[src/rtl/rtc_dk8e_if.sv]
// Instruction/state bus between the PDP8e core and the rtc_dk8e clock peripheral.
// The core side (master) drives the major state, instruction and user-mode bit.
// The peripheral side (slave) returns the interrupt request and the IOT skip line.
interface rtc_dk8e_if;
  logic [4:0]  state;
  logic [0:11] instruction;
  logic        UF;
  logic        interrupt;
  logic        skip;

  modport master (
    output state,
    output instruction,
    output UF,
    input  interrupt,
    input  skip
  );

  modport slave (
    input  state,
    input  instruction,
    input  UF,
    output interrupt,
    output skip
  );
endinterface

[src/rtl/rtc_dk8e.sv]
// rtc_dk8e: line-frequency real-time clock (DK8-EA style) for the PDP8e core.
// A free-running prescaler raises a clock flag once per tick period. Three IOTs
// on device DEV enable or disable the interrupt and skip-and-clear the flag.
// CAF (6007) clears the flag and the enable and restarts the prescaler.
// Optional macro RTC_SIM_EN: when defined, the tick period is forced to 64 clocks
// so simulation reaches ticks quickly. IOT behaviour is identical either way.
module rtc_dk8e #(
  parameter int         CLK_HZ    = 100000000,
  parameter int         TICK_HZ   = 60,
  parameter logic [5:0] DEV       = 6'o13,
  parameter logic [4:0] IOT_STATE = 5'd2
) (
  input  logic      clk,
  input  logic      reset,
  input  logic      clear,
  rtc_dk8e_if.slave bus
);

`ifdef RTC_SIM_EN
  localparam int N = 64;
`else
  localparam int N = CLK_HZ / TICK_HZ;
`endif
  localparam int              CW       = (N > 1) ? $clog2(N) : 1;
  localparam logic [CW-1:0]   CNT_LAST = CW'(N - 1);

  logic [CW-1:0] cnt_q, cnt_d;
  logic          flag_q, flag_d;
  logic          int_en_q, int_en_d;
  logic          skip_q, skip_d;
  logic          interrupt_q, interrupt_d;
  logic [4:0]    state_q;

  logic tick;
  logic in_iot;
  logic iot_entry;
  logic dev_hit;
  logic clei, cldi, clsk, caf;

  // Decode the prescaler wrap and the single-cycle IOT entry strobe.
  always_comb begin
    tick      = (cnt_q == CNT_LAST);
    in_iot    = (bus.state == IOT_STATE);
    // An IOT acts only on the first cycle of the IOT state, so a long IOT
    // state cannot execute twice; user mode suppresses it entirely.
    iot_entry = in_iot && (state_q != IOT_STATE) &&
                (bus.instruction[0:2] == 3'o6) && !bus.UF;
    dev_hit   = iot_entry && (bus.instruction[3:8] == DEV);
    clei      = dev_hit && (bus.instruction[9:11] == 3'o1);
    cldi      = dev_hit && (bus.instruction[9:11] == 3'o2);
    clsk      = dev_hit && (bus.instruction[9:11] == 3'o3);
    caf       = iot_entry && (bus.instruction[3:11] == 9'o007);
  end

  // Next-state logic for the prescaler, flag, enable, skip and interrupt.
  always_comb begin
    // NOTE: every signal assigned in always_comb gets a default first, so no
    // path leaves it unassigned and no latch is inferred.
    cnt_d       = tick ? '0 : cnt_q + CW'(1);
    flag_d      = flag_q;
    int_en_d    = int_en_q;
    skip_d      = skip_q;
    interrupt_d = flag_q & int_en_q;

    // Skip is sampled at IOT entry and held for the rest of the IOT state.
    if (!in_iot)
      skip_d = 1'b0;
    else if (iot_entry)
      skip_d = clsk & flag_q;

    if (clei) int_en_d = 1'b1;
    if (cldi) int_en_d = 1'b0;
    if (clsk) flag_d   = 1'b0;
    // A tick coinciding with CLSK must not be lost: the set overrides the clear.
    if (tick) flag_d   = 1'b1;

    // CAF restarts the whole peripheral, including a coincident tick.
    if (caf) begin
      cnt_d    = '0;
      flag_d   = 1'b0;
      int_en_d = 1'b0;
    end
  end

  // State registers; reset and front-panel clear take priority over everything.
  always_ff @(posedge clk) begin
    // NOTE: sequential state uses non-blocking assignments so every register
    // samples the pre-edge values regardless of statement order.
    if (reset || clear) begin
      cnt_q       <= '0;
      flag_q      <= 1'b0;
      int_en_q    <= 1'b0;
      skip_q      <= 1'b0;
      interrupt_q <= 1'b0;
      state_q     <= '0;
    end else begin
      cnt_q       <= cnt_d;
      flag_q      <= flag_d;
      int_en_q    <= int_en_d;
      skip_q      <= skip_d;
      interrupt_q <= interrupt_d;
      state_q     <= bus.state;
    end
  end

  assign bus.interrupt = interrupt_q;
  assign bus.skip      = skip_q;

endmodule

[src/flat_wrapper.sv]
// flat-port wrapper written by rule: the top's interface ports become plain ports
module rtc_dk8e_flat 
#(
  parameter int         CLK_HZ    = 100000000,
  parameter int         TICK_HZ   = 60,
  parameter logic [5:0] DEV       = 6'o13,
  parameter logic [4:0] IOT_STATE = 5'd2
)
  (clk, reset, clear, bus_state, bus_instruction, bus_UF, bus_interrupt, bus_skip);
  rtc_dk8e_if bus_i ();
  input  logic clk;
  input  logic reset;
  input  logic clear;
  input wire logic [$bits(bus_i.state)-1:0] bus_state;
  input wire logic [$bits(bus_i.instruction)-1:0] bus_instruction;
  input wire logic [$bits(bus_i.UF)-1:0] bus_UF;
  output wire logic [$bits(bus_i.interrupt)-1:0] bus_interrupt;
  output wire logic [$bits(bus_i.skip)-1:0] bus_skip;
  assign bus_i.state = bus_state;
  assign bus_i.instruction = bus_instruction;
  assign bus_i.UF = bus_UF;
  assign bus_interrupt = bus_i.interrupt;
  assign bus_skip = bus_i.skip;
  rtc_dk8e #(.CLK_HZ(CLK_HZ), .TICK_HZ(TICK_HZ), .DEV(DEV), .IOT_STATE(IOT_STATE)) u_core (.clk(clk), .reset(reset), .clear(clear), .bus(bus_i));
endmodule
[config.mk]
export PLATFORM = sky130hd
export DESIGN_NAME = rtc_dk8e_flat
export DESIGN_NICKNAME = d
export VERILOG_FILES = /design/src/rtl/rtc_dk8e_if.sv /design/src/rtl/rtc_dk8e.sv /design/src/flat_wrapper.sv
export SDC_FILE = /design/constraint.sdc
export NUM_CORES = 1
export LEC_CHECK = 0
export CELL_PAD_IN_SITES_DETAIL_PLACEMENT = 0
export CELL_PAD_IN_SITES_GLOBAL_PLACEMENT = 1
export CORE_MARGIN = 2
export CORE_UTILIZATION = 40
export DETAILED_ROUTE_END_ITERATION = 10
export HOLD_SLACK_MARGIN = 0.06
export PLACE_DENSITY_LB_ADDON = 0.08
export SYNTH_ARGS = -nofsm -noshare
export SYNTH_HDL_FRONTEND = slang
export SYNTH_SLANG_ARGS = --single-unit
[constraint.sdc]
create_clock -name clk -period 2.2 [get_ports clk]
set_clock_uncertainty 0.1 [all_clocks]
set_input_delay 0.44 -clock clk [delete_from_list [all_inputs] [get_ports clk]]
set_output_delay 0.44 -clock clk [all_outputs]
set_load 0.02 [all_outputs]
-- After elaboration in Yosys (flattened, before gate mapping)
Cells that the tools add are included.
- register bits after elaboration: 30
- ROM bits: 0
- memories: 0
- RAM bits: 0
- logic and storage cells: 36
- output and inout bits: 2
- bits of input ports: 21
- latch bits: 0
- divide/modulo/power cells: 0
- mux-type cells: 2
- $add $sub $neg: 1
- bitwise gates (word level): 3
- multipliers: 0
- reduce and logical (&&, ||, !) cells: 15
- $lt $le $gt $ge: 0
- shift-type cells: 0
- equality and inequality tests: 9
- operators by type and width (cell ; number):
    21-bit by 1-bit adder with 21-bit output (second input constant) ; 1
    21-bit equality test (second input constant) ; 1
    9-bit by 3-bit equality test with 1-bit output (second input constant) ; 1
    1-bit logical AND ; 8
    3-bit by 2-bit equality test with 1-bit output (second input constant) ; 2
    6-bit by 4-bit equality test with 1-bit output (second input constant) ; 1
    3-bit OR reduction ; 2
    5-bit by 2-bit equality test with 1-bit output (second input constant) ; 1
    5-bit by 2-bit inequality test with 1-bit output (second input constant) ; 1
    2-bit OR reduction ; 2
    3-bit by 1-bit equality test with 1-bit output (second input constant) ; 1
    3-bit equality test (second input constant) ; 1
    1-bit AND ; 2
    1-bit two-way mux ; 2
    2-bit nonzero test ; 1
    1-bit zero test ; 1
    1-bit logical OR ; 1
    1-bit inverter ; 1

-- Depth between registers and ports, before layout
Gate-level depths: netlist of run 1.
- depth in word-level cells: 8
- depth in mapped cells: 6
- mapped depth without buffers: 5

-- Least setup slack after synthesis of run 1
Ideal clock, no wire load.
- path kind: input-to-reg
- start point: in bus_state[0]
- end point: reg u_core.skip_q, in the netlist u_core.bus.skip
- arrival: 1679 ps
- setup time: 103 ps
- stages: 4
- slack: 317 ps
- cells stage by stage: nor4b_4 > nand2b_2 > or4_4 > a2111oi_2
- longest elaborated chain between the ends: 7
- elaborated cells between the ends (all ways): 9
- those cells by class: eq/ne (1); bitwise (2); reduce/logical (6)
- RTL lines (element ; RTL line ; RTL):
    start, declared ; flat_wrapper.sv:14 ; input wire logic [$bits(bus_i.state)-1:0] bus_state;
    5-bit by 2-bit equality test with 1-bit output * ; rtc_dk8e.sv:43 ; in_iot = (bus.state == IOT_STATE);
    1-bit logical AND (2 in a row) ; rtc_dk8e.sv:46 ; iot_entry = in_iot && (state_q != IOT_STATE) &&
    1-bit logical AND ; rtc_dk8e.sv:47 ; (bus.instruction[0:2] == 3'o6) && !bus.UF;
    1-bit logical AND ; rtc_dk8e.sv:48 ; dev_hit = iot_entry && (bus.instruction[3:8] == DEV);
    1-bit logical AND ; rtc_dk8e.sv:51 ; clsk = dev_hit && (bus.instruction[9:11] == 3'o3);
    1-bit AND ; rtc_dk8e.sv:69 ; skip_d = clsk & flag_q;
    end signal, assigned ; rtc_dk8e.sv:100 ; skip_q <= skip_d;
    end, declared ; rtc_dk8e.sv:30 ; logic skip_q, skip_d;
Every way passes the cells marked *; elsewhere a longest branch is shown, timed or not.
A chain may end at the register's enable or synchronous reset.

-- Worst setup path after layout of run 1
Same ends and word-level chain as after synthesis.

==> results_tabular.tex, run 1 <==
\begin{tabular}{lr}
\hline
Metric & Value \\
\hline
\multicolumn{2}{l}{\textbf{Cells and area}} \\
Most frequent cells in the layout & sky130\_fd\_sc\_hd\_\_dfxtp\_1 (30), sky130\_fd\_sc\_hd\_\_clkdlybuf4s50\_1 (22), sky130\_fd\_sc\_hd\_\_nor3\_1 (16), sky130\_fd\_sc\_hd\_\_buf\_4 (13) \\
Most frequent standard cell in the layout excluding fill and tap cells & sky130\_fd\_sc\_hd\_\_dfxtp\_1 \\
Share of layout cells above drive strength 1 & 16.8\% \\
Combined area of the multi-input logic cells & 835 µm² \\
Fill cell count & 341 \\
Register area & 601 µm² \\
Number of nets in the final layout & 214 \\
Inserted Diodes & 0 \\
Area growth, synth to finish & 27.9\% \\
Non-Filler Cell Area, Final & 1870 µm² \\
\multicolumn{2}{l}{\textbf{STA}} \\
Setup-failing EPs final & 0 \\
Achievable Freq & 0.472 GHz \\
Count of endpoints failing hold in the final timing report & 0 \\
Max-slew violations & 0 \\
Final worst setup slack & 0.0803 ns \\
Slew at the pin closest to its max-slew limit & 0.309 ns \\
Setup repair after global routing missed its margin & no \\
Final min period & 2.12 ns \\
Part of the cycle the worst path needs & 96.4\% \\
Remaining max-slew budget at the tightest pin & 79.1\% \\
\multicolumn{2}{l}{\textbf{Hold path}} \\
Worst hold path type & flop to flop \\
Hold worst-path end & u\_core.cnt\_q[20]\$\_SDFF\_PP0\_ \\
Number of cells on the worst hold path & 2 \\
Hold\_sp & u\_core.cnt\_q[20]\$\_SDFF\_PP0\_ \\
\multicolumn{2}{l}{\textbf{Worst setup path}} \\
Worst endpoint data arrival time & 2.23 ns \\
CP required & 2.31 ns \\
Startpoint of the worst-slack reg-to-reg timing path & u\_core.cnt\_q[0]\$\_SDFF\_PP0\_ \\
Type of destination of the critical path & flop \\
End of the worst register-to-register path & u\_core.cnt\_q[18]\$\_SDFF\_PP0\_ \\
Crit Path Max Fanout & 2 \\
Category of the most critical setup path & input port to flop \\
Cell depth of the worst flop-to-flop path & 5 \\
FF-to-FF setup slack & 0.18 ns \\
Startpoint types & input port \\
\multicolumn{2}{l}{\textbf{Global route}} \\
Number of global-route vias before repair & 1228 \\
Number of antenna violations at the first check in global routing & 0 \\
Largest net degree at the start of global routing & 13 \\
Overall routing resource usage & 17.0\% \\
First-pass GRT wire length & 5.44 mm \\
GRT overflow & 0 \\
\multicolumn{2}{l}{\textbf{Detailed routing}} \\
Mean routed wirelength per cell & 13.6 µm \\
Initial DRT Pass Iterations & 4 \\
Vias post-DR & 1295 \\
Post-DRT Antenna Nets & 0 \\
DRT iter0 DRCs & 71 \\
Vias per std cell & 5.49 \\
WL final & 3.22 mm \\
Remaining DRCs & 0 \\
\multicolumn{2}{l}{\textbf{Placement}} \\
Post-Place Cell Area & 1820 µm² \\
DP Wirelength & 2.49 mm \\
Worst slack after detailed placement & -0.262 ns \\
Routability cong. & 0.859 \\
Port bufs & 22 \\
\multicolumn{2}{l}{\textbf{Synth}} \\
Mean instance size in the synthesized netlist & 9.55 µm² \\
Cell count after synthesis & 153 \\
Nets in the synthesized netlist & 176 \\
Synth warnings & 0 \\
Synth Register Bits & 30 \\
Sequential area share after synthesis & 41.1\% \\
Post-Syn Area & 1460 µm² \\
Library cells used by synthesis & 40 \\
\multicolumn{2}{l}{\textbf{Floorplanning}} \\
\# rows & 21 \\
Vert. Die Dim & 64.4 µm \\
Initial Utilization & 42.8\% \\
DIE AREA & 4150 µm² \\
Die boundary width & 64.4 µm \\
Area of the placeable core & 3420 µm² \\
Io pins & 23 \\
\multicolumn{2}{l}{\textbf{Clocking}} \\
CTS tree & done \\
Clock sink count & 30 \\
H-Tree Level Count & 2 \\
Clock root buffer & sky130\_fd\_sc\_hd\_\_clkbuf\_4 \\
Deepest clock path buffer count & 2 \\
CTS clock-pin slew for the worst setup and hold paths & 0.09 ns \\
Worst-Skew Late Latency & 0.32 ns \\
Number of buffers inserted by hold repair at cts & 0 \\
Setup Fix Bufs, Post-CTS & 0 \\
Number of buffers created by CTS & 5 \\
\multicolumn{2}{l}{\textbf{Power}} \\
Leakage & 0.607 nW \\
Peak supply drop & 246 µV \\
Power Density & 505 nW/µm² \\
\multicolumn{2}{l}{\textbf{Job}} \\
Max\_cap viols & 0 \\
\multicolumn{2}{l}{\textbf{Outcome}} \\
Result of the run & complete, no violations \\
\hline
\end{tabular}
-- layer usage --
metal,wire [µm],track usage [%]
met1,1530,21.1
met2,1540,27.3
met3,130,4.69
met4,20,7.98
met5,0,0
-- synth_stat cells (all sizes together) --
library cell  number  area (µm²)
dfxtp             30         601
nor3              16        80.1
nand3             11        55.1
xor2              11        96.3
nand2             10        37.5
and2               7        45.1
and4               7        61.3
a211oi             6        45.0
o21ai              6        33.8
nand4              5        31.3
buf                4        20.0
nor4b              4        56.3
or3                4        25.0
or4                4        35.0
and3               3        18.8
o31ai              3        27.5
ha                 2        25.0
inv                2        7.51
nor2               2        7.51
nor4               2        18.8
or4b               2        20.0
xnor2              2        17.5
a2111oi            1        15.0
and4b              1        10.0
and4bb             1        12.5
nand2b             1        8.76
nand3b             1        7.51
nor2b              1        6.26
o21ba              1        10.0
o221ai             1        8.76
o311ai             1        8.76
o31a               1        8.76
-- report_power, final --
part | total (mW) | internal (mW) | switching [mW]
logic | 0.0751 | 0.0479 | 0.0272
registers | 0.551 | 0.548 | 0.00294
clock network | 0.318 | 0.144 | 0.174
total | 0.944 | 0.740 | 0.204
-- final cells by class --
cell class	count	share of cell area [%]
clock buffer	6	2.74
inverter	2	0.402
multi-input combinational	117	44.6
sequential	30	32.1
tap	46	3.08
timing repair buffer	35	17.0
-- worst max-delay path, stage by stage --
cell	delay [ns]
sky130_fd_sc_hd__clkdlybuf4s50_1	0.45
sky130_fd_sc_hd__nor4b_4	0.34
sky130_fd_sc_hd__nand2b_2	0.09
sky130_fd_sc_hd__or4_4	0.52
sky130_fd_sc_hd__a2111oi_2	0.38
-- state kept, by name, indices dropped and copies added (netlist names) --
signal and flops:
u_core.bus.interrupt 1, u_core.int_en_q 1, u_core.state_q 5, u_core.cnt_q 21
u_core.bus.skip 1, u_core.flag_q 1
-- per-stage QoR --
stage	power, mW	util, %	hold WS [ns]	std cells	setup TNS [ns]
4_1_cts	0.957	54.7	0.395	236	0
6_report	0.944	54.7	0.392	236	0
3_5_place_dp	0.639	53.2	0.376	230	-2.23
5_1_grt	0.987	54.7	0.416	236	0
2_1_floorplan	0.585	-	0.356	153	0
3_3_place_gp	0.636	53.2	0.374	230	-1.39
-- worst max-delay path by stage --
stage | startpoint | end | slack (ns) | cells after the start
2_1_floorplan | bus_state[0] | u_core.bus.skip$_SDFFE_PP0P_ | 0.32 | 4
3_3_place_gp | bus_state[0] | u_core.bus.skip$_SDFFE_PP0P_ | -0.16 | 5
3_5_place_dp | bus_state[0] | u_core.bus.skip$_SDFFE_PP0P_ | -0.26 | 5
4_1_cts | bus_state[0] | u_core.bus.skip$_SDFFE_PP0P_ | 0.08 | 5
5_1_grt | u_core.cnt_q[0]$_SDFF_PP0_ | u_core.cnt_q[18]$_SDFF_PP0_ | 0.02 | 5
6_report | bus_state[0] | u_core.bus.skip$_SDFFE_PP0P_ | 0.08 | 5
-- cell families after synthesis --
group | share of synthesized area (%)
buffers and inverters | 1.88
and+or+nand+nor | 36.7
adders and majority gates | 1.71
AOI/OAI and AO/OA | 10.8
DFF | 41.1
xor gates and xnor gates | 7.79
-- timing repair --
action | CTS | global route
setup endpoints to repair | 0 | 1
endpoints found under the hold margin | 0 | 0
resized for setup | 0 | 1
Note: power is estimated with default switching activity, not from simulation.
==> run 2, diff against run 1 <==
==> constraint.sdc (replaced) <==
create_clock -name clk -period 2.1 [get_ports clk]
set_clock_uncertainty 0.1 [all_clocks]
set_input_delay 0.42 -clock clk [delete_from_list [all_inputs] [get_ports clk]]
set_output_delay 0.42 -clock clk [all_outputs]
set_load 0.02 [all_outputs]
==> run 2 against run 1 <==
Combinational power is 8.3% higher. Via count is 2.4% higher. Hold slack worse by 0.096 ns. Utilization is 2.1 points higher. Flip-flop and latch count stayed put. Sequential power is 4.7% higher. Count of clock-buffer cells in the layout is 2 higher. Non-clock buffer count is 3 higher. Die area stayed put.
==> results_tabular.tex, run 2 (synthesis gave the netlist of run 1 again) <==
\begin{tabular}{lr}
\hline
Metric & Value \\
\hline
\multicolumn{2}{l}{\textbf{Power}} \\
Total power after layout & 1.08 mW \\
Power Density & 555 nW/µm² \\
Leakage & 0.652 nW \\
Peak supply drop & 333 µV \\
\multicolumn{2}{l}{\textbf{Detailed routing}} \\
Post-DRT Antenna Nets & 0 \\
Vias per std cell & 5.50 \\
Mean routed wirelength per cell & 13.5 µm \\
Initial DRT Pass Iterations & 4 \\
Remaining DRCs & 0 \\
Vias post-DR & 1326 \\
DRT iter0 DRCs & 49 \\
WL final & 3.25 mm \\
\multicolumn{2}{l}{\textbf{Worst setup path}} \\
Library cell contributing the largest single delay on the critical path & sky130\_fd\_sc\_hd\_\_or4\_4 \\
Cells traversed along the worst timing path & clkdlybuf4s50\_1 > nor4b\_4 > nand2\_1 > or4\_4 > a2111oi\_4 \\
Crit Path Max Fanout & 2 \\
Worst endpoint data arrival time & 2.16 ns \\
Type of destination of the critical path & flop \\
CP required & 2.23 ns \\
Maximum cell stage delay along the critical path & 0.50 ns \\
Startpoint types & input port \\
Category of the most critical setup path & input port to flop \\
\multicolumn{2}{l}{\textbf{Hold path}} \\
Worst hold path type & input port to flop \\
\multicolumn{2}{l}{\textbf{STA}} \\
Count of endpoints failing hold in the final timing report & 0 \\
Setup-failing EPs final & 0 \\
Part of the cycle the worst path needs & 96.7\% \\
Slew at the pin closest to its max-slew limit & 0.357 ns \\
Final min period & 2.03 ns \\
Remaining max-slew budget at the tightest pin & 76.0\% \\
Achievable Freq & 0.492 GHz \\
Max-slew violations & 0 \\
\multicolumn{2}{l}{\textbf{Placement}} \\
Routability cong. & 0.891 \\
Port bufs & 22 \\
DP Wirelength & 2.45 mm \\
\multicolumn{2}{l}{\textbf{Global route}} \\
Largest net degree at the start of global routing & 13 \\
Overall routing resource usage & 16.7\% \\
Number of antenna violations at the first check in global routing & 0 \\
First-pass GRT wire length & 5.39 mm \\
GRT overflow & 0 \\
Number of global-route vias before repair & 1249 \\
\multicolumn{2}{l}{\textbf{Clocking}} \\
Deepest clock path buffer count & 2 \\
Clock sink count & 30 \\
Clock root buffer & sky130\_fd\_sc\_hd\_\_clkbuf\_4 \\
Worst-Skew Late Latency & 0.32 ns \\
Number of buffers created by CTS & 5 \\
CTS clock-pin slew for the worst setup and hold paths & 0.09 ns \\
H-Tree Level Count & 2 \\
CTS tree & done \\
Setup Fix Bufs, Post-CTS & 0 \\
\multicolumn{2}{l}{\textbf{Floorplanning}} \\
Vert. Die Dim & 64.4 µm \\
\# rows & 21 \\
DIE AREA & 4150 µm² \\
Initial Utilization & 42.8\% \\
Io pins & 23 \\
Area of the placeable core & 3420 µm² \\
Die boundary width & 64.4 µm \\
\multicolumn{2}{l}{\textbf{Cells and area}} \\
Combined area of the multi-input logic cells & 855 µm² \\
Register area & 601 µm² \\
Share of layout cells above drive strength 1 & 18.5\% \\
Number of nets in the final layout & 217 \\
Most frequent standard cell in the layout excluding fill and tap cells & sky130\_fd\_sc\_hd\_\_dfxtp\_1 \\
Most frequent cells in the layout & sky130\_fd\_sc\_hd\_\_dfxtp\_1 (30), sky130\_fd\_sc\_hd\_\_clkdlybuf4s50\_1 (21), sky130\_fd\_sc\_hd\_\_nor3\_1 (16), sky130\_fd\_sc\_hd\_\_buf\_4 (16) \\
Number of flip-flops under the largest register name & 21 \\
Top flop regs & u\_core.cnt\_q: 21 flops, u\_core.state\_q: 5 flops \\
End-of-flow core utilization & 56.8\% \\
Inserted Diodes & 0 \\
Fill cell count & 315 \\
Register with the most flip-flops & u\_core.cnt\_q \\
Area growth, synth to finish & 32.9\% \\
\multicolumn{2}{l}{\textbf{Job}} \\
Max\_cap viols & 0 \\
\multicolumn{2}{l}{\textbf{Outcome}} \\
Result of the run & complete, no violations \\
\hline
\end{tabular}
[run 2: changes by cell type in the layout (fill, tap and decap cells not counted), sizes merged]
cell           previous run  this run
buf                      13        16
clkbuf                    6         8
clkdlybuf4s50            22        21
dlymetal6s2s              0         1
[run 2: critical path: cells and delay by family]
family                 cells  cell delay, ns
AND/OR/NAND/NOR            3            0.91
buffers and inverters      1            0.45
AO/OA/AOI/OAI              1            0.36
[run 2: final cells by class]
class	count	area share (%)
multi-input cells	117	44.0
flip-flops and latches	30	30.9
repair buffers	38	17.7
clock buffers	8	4.06
well taps	46	2.96
inverters	2	0.387
[run 2: per-layer routing]
layer / track usage [%] / vias up / wire (µm)
met5: 0 / - / 0
met4: 7.18 / 0 / 53
met3: 4.17 / 8 / 137
met2: 26.7 / 25 / 1490
met1: 21.4 / 622 / 1560
li1: - / 671 / -
[run 2: worst paths after layout]
check	start	endpoint	slack (ns)	depth (start not counted)
worst max-delay path	bus_instruction[8]	u_core.bus.skip$_SDFFE_PP0P_	0.07	5
worst min-delay path	bus_state[2]	u_core.state_q[2]$_SDFF_PP0_	0.30	2
worst max register to register	u_core.cnt_q[0]$_SDFF_PP0_	u_core.cnt_q[18]$_SDFF_PP0_	0.22	5
worst min register to register	u_core.cnt_q[20]$_SDFF_PP0_	u_core.cnt_q[20]$_SDFF_PP0_	0.39	2
[run 2: what timing repair did]
| action | 4_1_cts | 5_1_grt |
|---|---|---|
| setup endpoints to repair | 0 | 13 |
| resized for setup | 0 | 3 |
| hold buffers | 0 | 0 |
[run 2: per-stage QoR]
step	cells	TNS [ns]	instance area [µm²]	hold slack, ns	setup slack (ns)
floorplan	153	0	1460	0.356	0.237
global placement	233	-3.26	1840	0.375	-0.239
detailed placement	233	-5.32	1840	0.376	-0.316
CTS	241	0	1920	0.395	0.0300
global route	241	-0.00174	1940	0.291	-0.00174
finish	241	0	1940	0.296	0.0691
[run 2: where the power goes]
part | internal, mW | switching (mW)
Combinational | 0.0511 | 0.0303
Sequential | 0.574 | 0.00306
Clock | 0.229 | 0.191
